**src/rtl/fetch_decode_ctrl.sv**
```systemverilog
// Multi-cycle fetch/decode/execute control FSM for the accumulator datapath.
// Optional memory-ready handshake is enabled with `define FETCH_CTRL_MEMREADY_EN.
module fetch_decode_ctrl #(
  parameter int W    = 16,
  parameter int OPW  = 4,
  parameter int CNTW = 16
) (
  input  logic            CLK,
  input  logic            RSTn,
`ifdef FETCH_CTRL_MEMREADY_EN
  input  logic            memReady,
`endif
  input  logic [W-1:0]    IMOut,
  input  logic            accZero,
  output logic [W-1:0]    IR,
  output logic            PCWrite,
  output logic [1:0]      PCSelect,
  output logic            IMWrite,
  output logic [1:0]      ALUOp,
  output logic            ALUSrcEn,
  output logic            MemRead,
  output logic            MemWrite,
  output logic            AccWrite,
  output logic            AccSrc,
  output logic            halted,
  output logic            illegal,
  output logic [CNTW-1:0] instrCount
);

  typedef enum logic [2:0] {F0, F1, DEC, EXE, MEM, WB, HLT} state_e;

  localparam logic [OPW-1:0] OP_LOAD  = OPW'(4);
  localparam logic [OPW-1:0] OP_STORE = OPW'(5);
  localparam logic [OPW-1:0] OP_BZ    = OPW'(6);
  localparam logic [OPW-1:0] OP_JR    = OPW'(7);
  localparam logic [OPW-1:0] OP_J     = OPW'(8);
  localparam logic [OPW-1:0] OP_HALT  = OPW'(15);

  state_e         state;
  logic           pcWriteR;
  logic [1:0]     pcSelR;
  logic           bzR;
  logic           memReadR;
  logic           memWriteR;
  logic           aluSrcEnR;
  logic [1:0]     aluOpR;
  logic           accWriteR;
  logic           accSrcR;
  logic           memReadyInt;
  logic           storeWait;
  logic           memWait;
  logic [OPW-1:0] imOp;
  logic [OPW-1:0] irOp;

`ifdef FETCH_CTRL_MEMREADY_EN
  assign memReadyInt = memReady;
`else
  assign memReadyInt = 1'b1;
`endif

  assign imOp = IMOut[W-1:W-OPW];
  assign irOp = IR[W-1:W-OPW];

  // Stall qualifiers only ever fire when the handshake is compiled in.
  assign storeWait = (state == DEC) && (irOp == OP_STORE) && !memReadyInt;
  assign memWait   = (state == MEM) && !memReadyInt;

  assign PCWrite  = pcWriteR && !storeWait;
  assign PCSelect = {pcSelR[1], pcSelR[0] | (bzR & accZero)};
  assign MemRead  = memReadR | memWait;
  assign MemWrite = memWriteR;
  assign ALUSrcEn = aluSrcEnR;
  assign ALUOp    = aluOpR;
  assign AccWrite = accWriteR;
  assign AccSrc   = accSrcR;
  assign IMWrite  = 1'b0;

  // Strobes are registered for the state being entered, so decode looks at IMOut on the F1 edge.
  always_ff @(posedge CLK or negedge RSTn) begin
    if (!RSTn) begin
      state      <= F0;
      IR         <= '0;
      instrCount <= '0;
      halted     <= 1'b0;
      illegal    <= 1'b0;
      pcWriteR   <= 1'b0;
      pcSelR     <= 2'b00;
      bzR        <= 1'b0;
      memReadR   <= 1'b0;
      memWriteR  <= 1'b0;
      aluSrcEnR  <= 1'b0;
      aluOpR     <= 2'b00;
      accWriteR  <= 1'b0;
      accSrcR    <= 1'b0;
    end else begin
      pcWriteR  <= 1'b0;
      pcSelR    <= 2'b00;
      bzR       <= 1'b0;
      memReadR  <= 1'b0;
      memWriteR <= 1'b0;
      aluSrcEnR <= 1'b0;
      aluOpR    <= 2'b00;
      accWriteR <= 1'b0;
      accSrcR   <= 1'b0;
      if (PCWrite)
        instrCount <= instrCount + CNTW'(1);
      case (state)
        F0: state <= F1;
        F1: begin
          IR    <= IMOut;
          state <= DEC;
          if (imOp <= OP_LOAD) begin
            memReadR <= 1'b1;
          end else if (imOp == OP_STORE) begin
            memWriteR <= 1'b1;
            pcWriteR  <= 1'b1;
          end else if (imOp == OP_BZ) begin
            pcWriteR <= 1'b1;
            bzR      <= 1'b1;
          end else if (imOp == OP_JR) begin
            pcWriteR <= 1'b1;
            pcSelR   <= 2'b10;
          end else if (imOp == OP_J) begin
            pcWriteR <= 1'b1;
            pcSelR   <= 2'b11;
          end else if (imOp != OP_HALT) begin
            pcWriteR <= 1'b1;
          end
        end
        DEC: begin
          if (irOp <= OP_LOAD) begin
            state <= MEM;
          end else if (irOp == OP_HALT) begin
            state  <= HLT;
            halted <= 1'b1;
          end else if (storeWait) begin
            memWriteR <= 1'b1;
            pcWriteR  <= 1'b1;
          end else begin
            state <= F0;
            if (irOp > OP_J)
              illegal <= 1'b1;
          end
        end
        MEM: begin
          if (memReadyInt) begin
            if (irOp == OP_LOAD) begin
              state     <= WB;
              accWriteR <= 1'b1;
              accSrcR   <= 1'b1;
              pcWriteR  <= 1'b1;
            end else begin
              state     <= EXE;
              aluSrcEnR <= 1'b1;
              aluOpR    <= IR[W-OPW+1:W-OPW];
            end
          end
        end
        EXE: begin
          state     <= WB;
          accWriteR <= 1'b1;
          pcWriteR  <= 1'b1;
        end
        WB:      state <= F0;
        HLT:     state <= HLT;
        default: state <= F0;
      endcase
    end
  end

endmodule
```
**config.mk**
```make
export PLATFORM = sky130hd
export DESIGN_NAME = fetch_decode_ctrl
export DESIGN_NICKNAME = d
export VERILOG_FILES = /design/src/rtl/fetch_decode_ctrl.sv
export SDC_FILE = /design/constraint.sdc
export NUM_CORES = 1
export LEC_CHECK = 0
export CAP_MARGIN = 0
export CORE_AREA = 2 2 74 76
export DETAILED_ROUTE_END_ITERATION = 8
export DIE_AREA = 0 0 76 78
export GPL_TIMING_DRIVEN = 0
export PLACE_DENSITY = 0.69
export SLEW_MARGIN = 15
export SYNTH_ARGS = -nofsm -noshare
export SYNTH_HDL_FRONTEND = slang
export SYNTH_SLANG_ARGS = --single-unit
```
**constraint.sdc**
```tcl
create_clock -name CLK -period 1.9 [get_ports CLK]
set_input_delay 0.285 -clock CLK [delete_from_list [all_inputs] [get_ports CLK]]
set_output_delay 0.285 -clock CLK [all_outputs]
set_load 0.005 [all_outputs]
```
==> results.toml <==
[placement]
dp_cells = 319
gp_congestion = 0.7327
io_buffers = 62
post-place-ws_ns = 0.2442
placed_area_mm2 = 0.002719
dpl.hpwl_um = 2974

[critical_path]
crit_path_start_kind = "flip-flop"
crit_buf_inv = 1
r2r_cells = 4
critPathMaxStageDelay_ns = 0.57
path_delay_family = "buffers and inverters"
worstPathMaxFanout = 9
endpoint_kind = "output port"
r2r_slack_ns = 0.36
r2r-end = "state[1]"
cpMaxStageDelayCell = "clkdlybuf4s50_1"
r2r-start = "IR[13]"
critPathKind = "reg2out"
arrival_ns = 1.38
worst_ep_required_time_ns = 1.62
path_cells = "clkdlybuf4s50_1"

[timing]
fin_crit_ns = 1.663
slew_viol_final = 0
setup_ws_ns = 0.2371
max_freq_mhz = 601.4
clock_skew_ns = 0.007819
finalCritPeriodShare_pct = 87.52
finalHoldViolations = 0
rsz0062_at_grt = "no"
final-setup-viol-count = 0

[synth]
synth-async-reset-ratio_pct = 100.0
synthDistinctLibCells = 39
synth.cell_area_mm2 = 0.001996
synth_nets = 206
ys_ff_latch = 48
synth_edf_count = 0
synthCells = 186
ys_seq_area_share_pct = 60.19
synth_ff_type = "dfrtp_1"
avgSynthCellArea_um2 = 10.73
yosys_warnings = 0

[clocking]
cts_tree = "yes"
cts_sinks = 48
cts_max_level = 2
clockRootBuffer = "clkbuf_8"
clk_path_buf_depth = 2
cts_resized = 0
path_clk_slew_ns = 0.08
clock_latency_ns = 0.30
cts_made_buffers = 5

[drt]
drt-initial-drc-count = 27
routed_via_density = 4.714
wl_um = 4040
drcViolationCount = 0
vias = 1532
first_pass_iters = 4
wire_per_inst_um = 12.43
drtAntennaViolNets = 0

[final_layout]
stdcell_count = 325
nNetsFinal = 277
antenna_cells = 0
drive_above_1_share_pct = 10.59
design_area_mm2 = 0.002798
syn2layout_area_growth_pct = 40.19

[grt]
grt_overflow = 0
grt_usage_pct = 15.08
grt_max_degree = 32
antenna_found_initial = 0
grt_pass1_wl_um = 7072
grt_pass1_vias = 1508

[status]
status = "finished clean"

[worst_hold_path]
min_path_type = "in2async"

[die]
die_y_um = 78
coreArea_mm2 = 0.005042
dieArea_mm2 = 0.005928
io_pins = 64
die_x_um = 76
initial_core_util_pct = 39.58
fp-row-count = 26

[pwr]
p_leak_nw = 1.259
peakVddDrop_mv = 0.6810
power_density_mw_per_mm2 = 1306

[flow_run]
cap_violations = 0
what timing repair did:
action | in CTS | in global routing
setup endpoints to repair | 0 | 0
buffers inserted | 0 | 0
hold endpoints to repair | 17 | 0
hold buffers | 1 | 0
layout by cell type (no fill, tap or decap), types with 2 or more instances in the layout:
cell type / count
xnor2_1: 13
clkbuf_8: 5
nor3b_2: 2
o21a_1: 2
and3_2: 2
a21oi_1: 2
nand2b_1: 2
clkdlybuf4s50_1: 61
inv_1: 2
buf_4: 3
nor3_1: 2
nand4_1: 5
nand2_1: 57
nand3_1: 7
xor2_1: 2
dfrtp_1: 48
nor2_1: 9
clkbuf_1: 2
o21ai_2: 3
a21o_1: 2
sequential cells by signal, indices dropped and copies added, names as in the netlist:
register	count
IR	16
instrCount	16
state	3
ALUOp	2
pcSelR	2
ALUSrcEn	1
AccSrc	1
AccWrite	1
MemRead	1
MemWrite	1
PCWrite	1
bzR	1
halted	1
illegal	1
per-layer routing:
metal / track usage, % / vias up / share of wire [%]
li1: - / 752 / -
met1: 18.18 / 719 / 44
met2: 23.93 / 56 / 45
met3: 7.558 / 5 / 10
met4: 4.364 / 0 / 0.89
met5: 0 / - / 0
report_power, final:
part | total (mW) | switching [mW] | leakage (nW) | internal (mW)
combinational | 1.44 | 0.582 | 0.602 | 0.854
sequential | 1.68 | 0.333 | 0.621 | 1.34
clock | 0.541 | 0.303 | 0.0359 | 0.238
synth_stat cells, drive strengths merged, types with 2 or more instances:
cell type  number  share of area (%)
a21o            2               0.75
a21oi           2               0.50
and3            3                1.1
buf             4                1.7
clkbuf          2               0.38
dfrtp          48                 60
inv             2               0.38
nand2          58                 11
nand2b          2               0.63
nand3           7                1.8
nand4           6                2.2
nor2            9                1.7
nor2b           2               0.75
nor3            3                1.0
nor3b           2                1.3
o21a            3                1.2
o21ai           4                1.6
or4b            2                1.2
xnor2          13                5.7
xor2            2               0.88
per-stage QoR:
step	setup TNS, ns	util (%)	hold slack, ns	total power [mW]
final	0	55.48	0.4602	3.653
after global routing	0	55.48	0.4854	3.949
after CTS	0	55.48	0.4605	3.709
after detailed placement	0	53.92	0.2406	3.148
after global placement	-39.25	53.62	0.4497	3.116
after floorplan	0	-	-0.01059	2.320
cell type report:
type	instances	area, um^2
clock buffers	5	68.82
fillers	466	2245
plain buffers	6	41.29
flip-flops and latches	48	1201
well taps	70	87.58
multi-input cells	130	745.7
repair buffers	64	645.6
inverters	2	7.507
cells by family (layout without fill, tap and decap cells):
kind of cell    count (synthesis)  after routing  share of synthesized area [%]
buf+inv                         8             77                          2.445
flops                          48             48                          60.19
other cells                     1              1                         0.1879
mux                             1              1                         0.5642
compound gates                 15             15                          5.643
xor+xnor                       15             15                          6.583
fa+ha+maj                       1              1                         0.6269
simple gates                   97             97                          23.76
how the worst max path moves through the flow:
stage,from,endpoint,slack [ns],cells after the start
floorplan,IR[13],state[1],0.48,4
global placement,RSTn,IR[4],-0.82,1
detailed placement,accZero,PCSelect[0],0.24,3
CTS,IR[12],IR[12],0.22,1
global route,IR[13],IR[13],0.15,1
finish,IR[12],IR[12],0.24,1
Power figures use the tool's default switching activity.
